==> src/rtl/if_id_buffer.sv <==
// Fetch-to-decode buffer: small in-order FIFO of {pc, instr} pairs with the
// head instruction split into MIPS R/I/J fields for the decode stage.
module if_id_buffer #(
  parameter int DEPTH = 2
) (
  input  logic        clk,
  input  logic        rst,
  input  logic        in_valid,
  output logic        in_ready,
  input  logic [31:0] in_pc,
  input  logic [31:0] in_instr,
  input  logic        flush,
  output logic        out_valid,
  input  logic        out_ready,
  output logic [31:0] out_pc,
  output logic [31:0] out_instr,
  output logic [5:0]  opcode,
  output logic [4:0]  rs,
  output logic [4:0]  rt,
  output logic [4:0]  rd,
  output logic [4:0]  shamt,
  output logic [5:0]  funct,
  output logic [31:0] imm_sext,
  output logic [31:0] pc_plus4,
  output logic [31:0] jaddr,
  output logic        is_nop
);
  localparam int PW = $clog2(DEPTH);
  localparam int CW = PW + 1;

  logic [63:0]   mem_q [DEPTH];
  logic [63:0]   mem_d [DEPTH];
  logic [PW-1:0] rd_ptr_q, rd_ptr_d, wr_ptr_q, wr_ptr_d;
  logic [CW-1:0] count_q, count_d;
  logic          push, pop;
  logic [63:0]   head;
  logic [31:0]   head_pc, head_instr, head_p4;

  // Handshake flags come only from registered count, so out_ready never
  // reaches in_ready combinationally (a pop at full frees a slot next cycle).
  assign in_ready  = (count_q != CW'(DEPTH));
  assign out_valid = (count_q != '0);
  assign push      = in_valid && in_ready && !flush;
  assign pop       = out_valid && out_ready && !flush;

  always_comb begin
    mem_d    = mem_q;
    rd_ptr_d = rd_ptr_q;
    wr_ptr_d = wr_ptr_q;
    count_d  = count_q;
    if (flush) begin
      rd_ptr_d = wr_ptr_q;
      count_d  = '0;
    end else begin
      if (push) begin
        mem_d[wr_ptr_q] = {in_pc, in_instr};
        wr_ptr_d        = wr_ptr_q + PW'(1);
      end
      if (pop) rd_ptr_d = rd_ptr_q + PW'(1);
      count_d = count_q + CW'(push) - CW'(pop);
    end
  end

  always_ff @(posedge clk) begin
    mem_q <= mem_d;
    if (rst) begin
      rd_ptr_q <= '0;
      wr_ptr_q <= '0;
      count_q  <= '0;
    end else begin
      rd_ptr_q <= rd_ptr_d;
      wr_ptr_q <= wr_ptr_d;
      count_q  <= count_d;
    end
  end

  // Stale storage is masked so an empty buffer presents all-zero fields.
  always_comb begin
    head       = mem_q[rd_ptr_q];
    head_pc    = out_valid ? head[63:32] : '0;
    head_instr = out_valid ? head[31:0]  : '0;
    head_p4    = head_pc + 32'd4;
    out_pc     = head_pc;
    out_instr  = head_instr;
    opcode     = head_instr[31:26];
    rs         = head_instr[25:21];
    rt         = head_instr[20:16];
    rd         = head_instr[15:11];
    shamt      = head_instr[10:6];
    funct      = head_instr[5:0];
    imm_sext   = {{16{head_instr[15]}}, head_instr[15:0]};
    pc_plus4   = out_valid ? head_p4 : '0;
    jaddr      = out_valid ? {head_p4[31:28], head_instr[25:0], 2'b00} : '0;
    is_nop     = out_valid && (head_instr == '0);
  end
endmodule
==> config.mk <==
export PLATFORM = sky130hd
export DESIGN_NAME = if_id_buffer
export DESIGN_NICKNAME = d
export VERILOG_FILES = /design/src/rtl/if_id_buffer.sv
export SDC_FILE = /design/constraint.sdc
export NUM_CORES = 1
export LEC_CHECK = 0
export ABC_AREA = 1
export CAP_MARGIN = 30
export CORE_MARGIN = 4
export CORE_UTILIZATION = 48
export CTS_CLUSTER_DIAMETER = 40
export DETAILED_ROUTE_END_ITERATION = 10
export GPL_ROUTABILITY_DRIVEN = 0
export PLACE_DENSITY = 0.88
export RECOVER_POWER = 25
export SLEW_MARGIN = 10
export SYNTH_ARGS = -nofsm -noshare
export SYNTH_HDL_FRONTEND = slang
export SYNTH_SLANG_ARGS = --single-unit
export TNS_END_PERCENT = 1
==> constraint.sdc <==
create_clock -name clk -period 5.6 [get_ports clk]
set_clock_uncertainty 0.05 [all_clocks]
set_input_delay 0.56 -clock clk [delete_from_list [all_inputs] [get_ports clk]]
set_output_delay 0.56 -clock clk [all_outputs]
set_load 0.05 [all_outputs]
; ---- After elaboration in Yosys (flattened, before gate mapping)
; Index checks and enable logic that the tools add are counted.
[op_classes]
n_mux = 12
addsub = 5
bitwise = 3
order_cmp = 3
n_eq_ne = 1
n_reduce_logical = 12
[ops]
columns = op, count
row1 = $mux W64, 4
row2 = $bwmux W128, 1
row3 = $mux W32, 4
row4 = $demux W64 S1, 1
row5 = $add A32 B3 Y32 const B, 1
row6 = $logic_not A32 Y1, 1
row7 = $logic_and A1 B1 Y1, 6
row8 = $ge A2 B2 Y1 const B, 2
row9 = $not A1 Y2, 2
row10 = $reduce_bool A2 Y1, 2
row11 = $add A1 B1 Y1 const B, 2
row12 = $add A2 B1 Y2, 1
row13 = $lt A2 B1 Y1 const B, 1
row14 = $mux W1, 2
row15 = $ne A2 B2 Y1 const B, 1
row16 = $reduce_and A2 Y1, 1
row17 = $reduce_or A2 Y1, 1
row18 = $sub A2 B1 Y2, 1
row19 = $logic_not A1 Y1, 1
row20 = $not A1 Y1, 1
[totals]
ff_bits = 132
output_inout_bits = 195

; ---- Depth between registers and ports, before layout
; Gate-level depths: netlist (run 1).
[logic_depth]
word_depth = 7
mapped_depth = 15
ltp_nobuf = 14

; ---- Worst setup path before layout (run 1)
; OpenSTA, ideal clock, no wires.
[synth_timing]
path_type = reg2reg
start = reg count_q[0]
end = reg mem_q[0] (netlist bit) (enable)
slack_ps = 1339
required_ps = 5062
arrival_ps = 3723
path_stages_with_launch = 5
cell_sequence = dfxtp_1 nor2_1 inv_1 nand3b_1 nor2_1
[synth_via]
elab_chain_cells = 4
[synth_rtl]
columns = item, line
row1 = "start, declared", 34  ; logic [CW-1:0] count_q, count_d;
row2 = "start signal, assigned", 73  ; count_q <= count_d;
row3 = $ne A2 B2 Y1, 41  ; assign in_ready = (count_q != CW'(DEPTH));
row4 = via in_ready, 9  ; output logic in_ready,
row5 = $logic_and A1 B1 Y1 (2 in a row), 43  ; assign push = in_valid && in_ready && !flush;
row6 = $reduce_and A2 Y1 (no source line), --
row7 = "end signal, assigned", 65  ; mem_q <= mem_d;
row8 = "end, declared", 31  ; logic [63:0] mem_q [DEPTH];
; The timed path passes the listed nets, and every way through them passes these cells.
; A chain may end at the register's enable or synchronous reset.

; ---- Final worst setup path (run 1)
[layout_timing]
start = reg rd_ptr_q
end = out pc_plus4[28]
[layout_via]
elab_chain_cells = 7
[layout_rtl]
columns = item, line
row1 = "start, declared", 33  ; logic [PW-1:0] rd_ptr_q, rd_ptr_d, wr_ptr_q, wr_ptr_d;
row2 = "start signal, assigned", 71  ; rd_ptr_q <= rd_ptr_d;
row3 = $not A1 Y2 (implied by the code), 79  ; head = mem_q[rd_ptr_q];
row4 = $mux W64 (implied by the code) (3 in a row), 79
row5 = $mux W32, 80  ; head_pc = out_valid ? head[63:32] : '0;
row6 = $add A32 B3 Y32, 82  ; head_p4 = head_pc + 32'd4;
row7 = $mux W32, 92  ; pc_plus4 = out_valid ? head_p4 : '0;
row8 = "end, declared", 24  ; output logic [31:0] pc_plus4,
; Every way passes these cells. The select of a mux whose other input is x is not followed.

==> impl_metrics.py, run 1 <==
metrics = {
    "finish": {
        "final_common_cell": "nand2_1",
        "layout-drive-gt1-share_pct": 6.91,
        "post-route-cell-area_um2": 9620,
        "fin_nets": 985,
        "syn2layout_area_growth_pct": 38.0,
        "final_cell_mix": "nand2_1 (224), clkdlybuf4s50_1 (204), edfxtp_1 (128)",
    },
    "pwr": {
        "total_power_mw": 2.70,
        "peakVddDrop_uv": 218,
        "powerDensity_nw_per_um2": 281,
        "p_leak_nw": 3.93,
    },
    "worst_setup_path": {
        "critPathArrivalTime_ps": 3770,
        "endpoint_kind": "output pin",
        "cpMostUsedCell": "nand2_1",
        "required_ps": 4990,
        "cp_max_fo": 31,
        "path_cells": "inv_2, nand2_1, nand2_1, nand2_1, inv_1, ha_1, nand3_1, nor2_1, nand3_1, inv_1, nand2_1, nand2_1, nand2_1, inv_1, clkdlybuf4s50_1",
        "critical-path-slowest-cell": "clkdlybuf4s50_1",
        "rr_worst_depth": 5,
        "crit_path_max_incr_delay_ps": 800,
        "start_kind": "register",
        "critical_path_class": "reg2out",
    },
    "timing": {
        "setup_slack_ps": 1220,
        "fin_setup_tns_ps": 0,
        "slew_viol_final": 0,
        "worst_pin_slew_ps": 881,
        "slew_headroom_pct": 41.1,
        "period_needed_ps": 4380,
        "final_hold_viol_count": 0,
        "fin_crit_sh_pct": 78.2,
        "fmax_ghz": 0.228,
        "setup_violations": 0,
        "rsz0062_at_grt": "false",
    },
    "clock_network": {
        "htree_levels": 4,
        "clk_latency_ps": 410,
        "root_buffer": "clkbuf_16",
        "clkSinkCount": 132,
        "cts_buffer_depth": 2,
        "post_cts_buffers": 0,
        "cts_hold_buf": 0,
        "cts_tree": "built",
        "cts_buffers": 17,
        "clk_pin_slew_worst_paths_ps": 60,
        "postCtsResizedCells": 0,
    },
    "job": {
        "max_cap_violations": 0,
    },
    "route": {
        "vias": 5512,
        "firstDrtPassIters": 5,
        "drt_iter0_markers": 513,
        "wl_per_cell_um": 16.5,
        "vias_per_cell": 4.97,
        "ant_nets": 0,
        "wl_um": 18300,
        "drc": 0,
    },
    "floorplanning": {
        "die_h_um": 128,
        "ios": 264,
        "die_w_um": 128,
        "die-area_um2": 16500,
        "row_count": 43,
        "core_area_um2": 14000,
        "initial_core_util_pct": 49.6,
    },
    "placement": {
        "pre_cts_slack_ps": 1670,
        "dpl_cell_area_um2": 9000,
        "hpwl_um": 13600,
        "port_buffers": 261,
    },
    "grt": {
        "grt_max_degree": 44,
        "grt_pass1_wl_um": 27200,
        "grt_pass1_vias": 5335,
        "grt_usage_pct": 21.5,
        "antenna_found_initial": 3,
        "grt-ovfl-total": 0,
    },
    "synthesis": {
        "syn_area_um2": 6970,
        "syn_inst": 745,
        "seq_area_frac_synth_pct": 56.3,
        "async_flop_share_pct": 0,
        "synth_top_cell_area_share_pct": 55.2,
        "synth_warnings": 0,
        "synth_area_leaders": "edfxtp_1 (55%), nand2_1 (12%), buf_4 (11%)",
        "synth_area_per_cell_um2": 9.35,
        "synth_edf_count": 128,
        "ys_ff_latch": 132,
        "yosysTopAreaCell": "edfxtp_1",
        "synth_cell_type_count": 29,
        "ys.flop_type": "edfxtp_1",
    },
    "status": {
        "status": "completed",
    },
    "worst_hold_path": {
        "hold_depth": 3,
        "hp-class": "reg2reg",
    },
}
## power breakdown
part	internal, mW	switching [mW]	leakage [nW]	total (mW)
logic	0.143	0.310	2.43	0.454
registers	1.12	0.0119	1.21	1.13
clock network	0.703	0.413	0.294	1.12
total	1.97	0.735	3.93	2.70
## stage by stage
| step | hold WS [ps] | utilization (%) | cells |
|---|---|---|---|
| floorplan | 516 | - | 746 |
| global placement | 596 | 64.1 | 1073 |
| detailed placement | 605 | 64.1 | 1074 |
| CTS | 614 | 68.4 | 1106 |
| global route | 633 | 68.5 | 1107 |
| finish | 611 | 68.5 | 1108 |
## worst paths after layout
path                                 start            to  slack, ps
worst max register to register  count_q[0]     mem_q[95]       3030
worst max-delay path              rd_ptr_q  pc_plus4[28]       1220
worst min-delay path            count_q[1]    count_q[1]        610
worst min register to register  count_q[1]    count_q[1]        610
## critical path, delay by kind of cell (launching register included)
family,cells,cell delay (ps)
buffers and inverters,5,1620
AND/OR/NAND/NOR,9,1040
flip-flops,1,510
adder cells (fa/ha/maj),1,190
## cells by family after synthesis
| kind of cell | Yosys count | synth area share (%) |
|---|---|---|
| flip-flops | 132 | 56.3 |
| other | 1 | 0.0538 |
| AND/OR/NAND/NOR | 367 | 22.0 |
| adder cells (fa/ha/maj) | 3 | 0.539 |
| XOR/XNOR | 17 | 2.14 |
| AO/OA/AOI/OAI | 32 | 2.37 |
| multiplexers | 1 | 0.144 |
| buffers and inverters | 192 | 16.4 |
## Yosys cell counts (3+ instances only)
| cell | n |
|---|---|
| xor2_1 | 16 |
| nor2_4 | 4 |
| nand2_1 | 224 |
| buf_2 | 13 |
| inv_1 | 70 |
| nor2_2 | 5 |
| nor3b_1 | 3 |
| nand3_1 | 47 |
| clkbuf_1 | 3 |
| or2_2 | 10 |
| buf_6 | 4 |
| edfxtp_1 | 128 |
| dfxtp_1 | 4 |
| buf_4 | 100 |
| a21oi_1 | 27 |
| nor2_1 | 66 |
| ha_1 | 3 |
| o21ai_0 | 3 |
## flip-flops by register name (all words and copies together) (netlist names)
| name | count |
|---|---|
| count_q | 2 |
| mem_q | 128 |
| rd_ptr_q | 1 |
| wr_ptr_q | 1 |
## metal layers
| metal | routed length [µm] | up-vias | global-route usage (%) | share of wire, % |
|---|---|---|---|---|
| met5 | 13 | - | 0 | 0.071 |
| met1 | 6870 | 2610 | 25.3 | 37 |
| met2 | 9720 | 231 | 38.2 | 53 |
| met4 | 334 | 2 | 7.24 | 1.8 |
| met3 | 1390 | 26 | 5.56 | 7.6 |
| li1 | - | 2643 | - | - |
## area by class of cell
| cell class | instances | area, µm² |
|---|---|---|
| Antenna cell | 2 | 5.00 |
| Clock buffer | 17 | 425 |
| Clock inverter | 15 | 181 |
| Fill cell | 979 | 4430 |
| Inverter | 72 | 270 |
| Multi-Input combinational cell | 422 | 1920 |
| Sequential cell | 132 | 3930 |
| Tap cell | 180 | 225 |
| Timing Repair Buffer | 268 | 2670 |
Note: power is estimated with default switching activity, not from simulation.
==> run 2: changes to the inputs <==
--- a/config.mk
+++ b/config.mk
@@ -8,11 +8,11 @@
 export ABC_AREA = 1
 export CAP_MARGIN = 30
 export CORE_MARGIN = 4
-export CORE_UTILIZATION = 48
+export CORE_UTILIZATION = 40
 export CTS_CLUSTER_DIAMETER = 40
 export DETAILED_ROUTE_END_ITERATION = 10
 export GPL_ROUTABILITY_DRIVEN = 0
-export PLACE_DENSITY = 0.88
+export PLACE_DENSITY = 0.79
 export RECOVER_POWER = 25
 export SLEW_MARGIN = 10
 export SYNTH_ARGS = -nofsm -noshare
==> constraint.sdc (replaced) <==
create_clock -name clk -period 3.97 [get_ports clk]
set_clock_uncertainty 0.05 [all_clocks]
set_input_delay 0.397 -clock clk [delete_from_list [all_inputs] [get_ports clk]]
set_output_delay 0.397 -clock clk [all_outputs]
set_load 0.05 [all_outputs]
==> run 2 against run 1 <==
Non-clock buffer count is 3 higher. Wire length is 0.93% higher. Clock-buffer cell count is 1 higher. Sequential share of layout area is 1.2 points lower. Hold slack worse by 74 ps. Global-route usage is 2.7 points lower. Clock power is 39% higher. Sequential power is 41% higher. Combinational power is 48% higher. Highest routed layer unchanged. Critical endpoint is now pc_plus4[20]. Die area is 19% higher. Final cell count is 3.9% higher. Critical path depth is 5 lower.
==> impl_metrics.py, run 2 (synthesis results as in run 1) <==
metrics = {
    "pwr": {
        "clkPwrFrac_pct": 40.8,
        "peakVddDrop_uv": 213,
        "seqPwrFrac_pct": 41.6,
        "p_sw_share_pct": 25.9,
        "p_leak_nw": 4.08,
        "total_power_mw": 3.83,
        "powerDensity_nw_per_um2": 386,
        "internal_power_mw": 2.84,
        "switching_power_uw": 991,
        "pwr-share-comb_pct": 17.5,
    },
    "floorplanning": {
        "die_h_um": 140,
        "die-area_um2": 19600,
        "core_area_um2": 16800,
        "initial_core_util_pct": 41.4,
        "ios": 264,
        "row_count": 47,
        "die_w_um": 140,
    },
    "route": {
        "vias_per_cell": 4.69,
        "wl_um": 18500,
        "firstDrtPassIters": 5,
        "vias": 5403,
        "drt_iter0_markers": 454,
        "wl_per_cell_um": 16.1,
        "ant_nets": 0,
        "drc": 0,
    },
    "finish": {
        "final_cell_mix": "nand2_1 (224), clkdlybuf4s50_1 (171), edfxtp_1 (128)",
        "final_common_cell": "nand2_1",
        "layout-drive-gt1-share_pct": 10.1,
        "n_fill_cell": 1363,
        "largest_reg_flops": 128,
        "fin_nets": 988,
        "regMostFlops": "mem_q",
        "multi_input_area_um2": 1920,
        "stdcell_count": 1151,
        "biggestRegsByFlops": "mem_q: 128 flops, count_q: 2 flops",
        "final_util_pct": 58.9,
        "regArea_um2": 3930,
        "syn2layout_area_growth_pct": 42.2,
        "post-route-cell-area_um2": 9910,
    },
    "timing": {
        "setup_slack_ps": 603,
        "hold_ws_ps": 536,
        "worst_pin_slew_ps": 570,
        "final_hold_viol_count": 0,
        "rsz0062_at_grt": "false",
        "slew_headroom_pct": 62.0,
        "fmax_ghz": 0.297,
        "slew_viol_final": 0,
        "fin_crit_sh_pct": 84.8,
        "period_needed_ps": 3370,
        "setup_violations": 0,
        "fin_setup_tns_ps": 0,
    },
    "clock_network": {
        "htree_levels": 4,
        "root_buffer": "clkbuf_16",
        "clkSinkCount": 132,
        "cts_tree": "built",
        "cts_hold_buf": 0,
        "clk_pin_slew_worst_paths_ps": 60,
        "cts_buffer_depth": 2,
        "cts_buffers": 17,
        "post_cts_buffers": 0,
        "postCtsResizedCells": 0,
        "clk_latency_ps": 410,
    },
    "worst_setup_path": {
        "r2r_slack_ps": 1920,
        "start_kind": "register",
        "critical_path_class": "reg2out",
        "required_ps": 3520,
        "endpoint_kind": "output pin",
        "critPathArrivalTime_ps": 2920,
        "cp_max_fo": 37,
    },
    "placement": {
        "dpl.cell_count": 1117,
        "port_buffers": 261,
        "hpwl_um": 13900,
        "pre_cts_slack_ps": 1040,
        "dpl_cell_area_um2": 9310,
    },
    "grt": {
        "grt_max_degree": 60,
        "grt_usage_pct": 18.8,
        "grt-ovfl-total": 0,
        "antenna_found_initial": 6,
        "grt_pass1_vias": 5431,
        "grt_pass1_wl_um": 28900,
    },
    "status": {
        "status": "completed",
    },
    "worst_hold_path": {
        "hp-class": "in2reg",
    },
    "job": {
        "max_cap_violations": 0,
    },
}
## run 2: changes by cell type in the layout (fill, tap and decap cells not counted), sizes merged
| cell | delta |
|---|---|
| buf | +36 |
| bufinv | +1 |
| clkbuf | +1 |
| clkdlybuf4s50 | -33 |
| clkinv | -1 |
| diode | +1 |
| inv | -2 |
## run 2: critical path, stage by stage (launching register included)
cell and delay [ps]:
dfxtp_2 340, buf_4 380, nand2_1 130, a21oi_1 220, ha_1 200, nand3_1 100, nor2_1 250, nand3_1 230
nor2_1 190, xor2_1 270, buf_12 180
## run 2: final timing paths
kind	from	end	cells past startpoint
setup / recovery	rd_ptr_q	pc_plus4[20]	10
setup reg to reg	count_q[0]	count_q[1]	9
hold / removal	in_pc[29]	mem_q[125]	1
hold reg to reg	wr_ptr_q	rd_ptr_q	2
## run 2: final cells by class
class                   count  share of cell area (%)
inverters                  72                    2.73
diodes                      3                  0.0758
well taps                 220                    2.78
repair buffers            271                    29.4
clock buffers              18                    4.33
clock inverters            13                    1.67
multi-input cells         422                    19.4
flip-flops and latches    132                    39.6
## run 2: power groups by stage
stage               combinational (mW)  clock, mW  sequential [mW]
CTS                              0.685       1.60             1.59
finish                           0.671       1.56             1.59
detailed placement               0.683          0             1.62
global placement                 0.674          0             1.62
global route                     0.710       1.66             1.60
floorplan                        0.451          0             1.62
## run 2: routing by layer
metal  track usage (%)  routed length, µm  vias to the layer above
li1                  -                  -                     2641
met1              22.3               7270                     2498
met2              33.1               9570                      225
met3              4.81               1270                       33
met4              6.37                350                        6
met5                 0                 30                        -
==> patch: new RTL, flow settings as in run 2 <==
Set the parameter `DEPTH` to 4 (it was 2).
--- a/src/rtl/if_id_buffer.sv
+++ b/src/rtl/if_id_buffer.sv
@@ -1,7 +1,7 @@
 // Fetch-to-decode buffer: small in-order FIFO of {pc, instr} pairs with the
 // head instruction split into MIPS R/I/J fields for the decode stage.
 module if_id_buffer #(
-  parameter int DEPTH = 2
+  parameter int DEPTH = 4
 ) (
   input  logic        clk,
   input  logic        rst,
Formal check against the unedited RTL: not equivalent (Yosys sat finds a counterexample within 4 cycles, from zero or initial values and one cycle with rst high).
==> patch against run 2 <==
  * Sequential power rose by 97%
  * Routed wire length increased by 74%
  * Area after synthesis increased by 83%
  * Sequential cell count increased by 131
  * Worst setup slack got worse by 0.27 ns
  * Largest power group unchanged
  * Final area increased by 66%
  * Die area rose by 77%
  * Total power grew 80%
  * First-iteration DRC count grew 15%
==> patch: results (changes against run 2) <==
Run status
  • Status: finished clean

Global route
  • Met1 Use GR: 21.5% (-0.85 points)
  • Tot GR Track Use: 17.7% (-1.0 points)
  • First-pass GRT wire length: 49.9 mm (+73%)

Critical path
  • CP delay by family, top: buffers and inverters
  • Worst EP arrival: 3.19 ns (+0.27 ns)
  • Critical path's largest stage delay: 0.91 ns (+0.53 ns)

Clock network
  • CTS H-tree lvls: 1 (-3)
  • Worst skew pair latency: 0.53 ns (+0.12 ns)
  • Number of buffers created by CTS: 31 (+14)

Yosys
  • Synthesized flop and latch total: 263 (+99%)
  • Ranking of synthesized cells by area: edfxtp_1 60%, nand2_1 7.8%, nor2_1 6.8%
  • Synth Area in Adders: 0.845% (+0.31 points)
  • Compound-cell area share of the yosys netlist: 4.28% (+1.9 points)
  • Synth cell types: 35 (+21%)
  • Post-synthesis mux area share: 0% (-0.14 points)

Power and ir drop
  • Combinational share of power: 16.4% (-1.1 points)
  • Clock share of power: 38.2% (-2.6 points)
  • Final Total Pwr: 6.91 mW (+80%)
  • Worst VDD drop: 0.362 mV (+70%)

Finish
  • Multi-input gates: 771 (+83%)
  • Nonclk inv count: 89 (+24%)
  • Antenna diodes: 5 (+2)
  • Clock buffers and inverters, area share: 5.95% (-0.051 points)

STA
  • Slew at the pin with the worst max-slew slack: 0.710 ns (+0.140 ns)

Route
  • Vias/cell: 4.96 (+5.6%)
[patch: per-stage QoR]
stage / util, % / setup WS (ns) / instance area [um^2] / TNS (ns) / std cells
6_report: 52.2 / 0.336 / 16400 / 0 / 1875
5_1_grt: 52.2 / 0.0774 / 16400 / 0 / 1873
4_1_cts: 52.0 / 0.0185 / 16400 / 0 / 1868
3_5_place_dp: 48.9 / 0.599 / 15400 / 0 / 1812
3_3_place_gp: 48.9 / 0.707 / 15400 / 0 / 1812
2_1_floorplan: - / -0.495 / 12700 / -127.39 / 1273
[patch: kinds of logic (layout without fill, tap and decap cells)]
| group | after synthesis | in the layout |
|---|---|---|
| simple gates | 637 | 637 |
| flops | 263 | 263 |
| buf+inv | 239 | 434 |
| compound gates | 108 | 108 |
| xor+xnor | 16 | 16 |
| fa+ha+maj | 8 | 8 |
| other cells | 1 | 7 |
[patch: worst paths after layout]
kind | start | to | slack (ns) | cells past startpoint
worst max-delay path | rd_ptr_q[0]$_SDFFE_PP0P_ | jaddr[16] | 0.34 | 5
worst min register to register | wr_ptr_q[0]$_SDFFE_PP0P_ | rd_ptr_q[0]$_SDFFE_PP0P_ | 0.50 | 2
worst min-delay path | rst | rd_ptr_q[0]$_SDFFE_PP0P_ | 0.41 | 2
worst max register to register | count_q[1]$_SDFF_PP0_ | count_q[2]$_SDFF_PP0_ | 1.38 | 13
[patch: what timing repair did]
| item | in CTS | in global routing |
|---|---|---|
| endpoints found under the setup margin | 0 | 21 |
| setup buffers | 0 | 2 |
| gates resized for setup | 0 | 1 |
[patch: per-layer routing]
metal	up-vias	routed length, um
met4	6	813
met1	4316	12800
met2	441	15800
li1	4463	-
met3	67	2790
met5	-	41
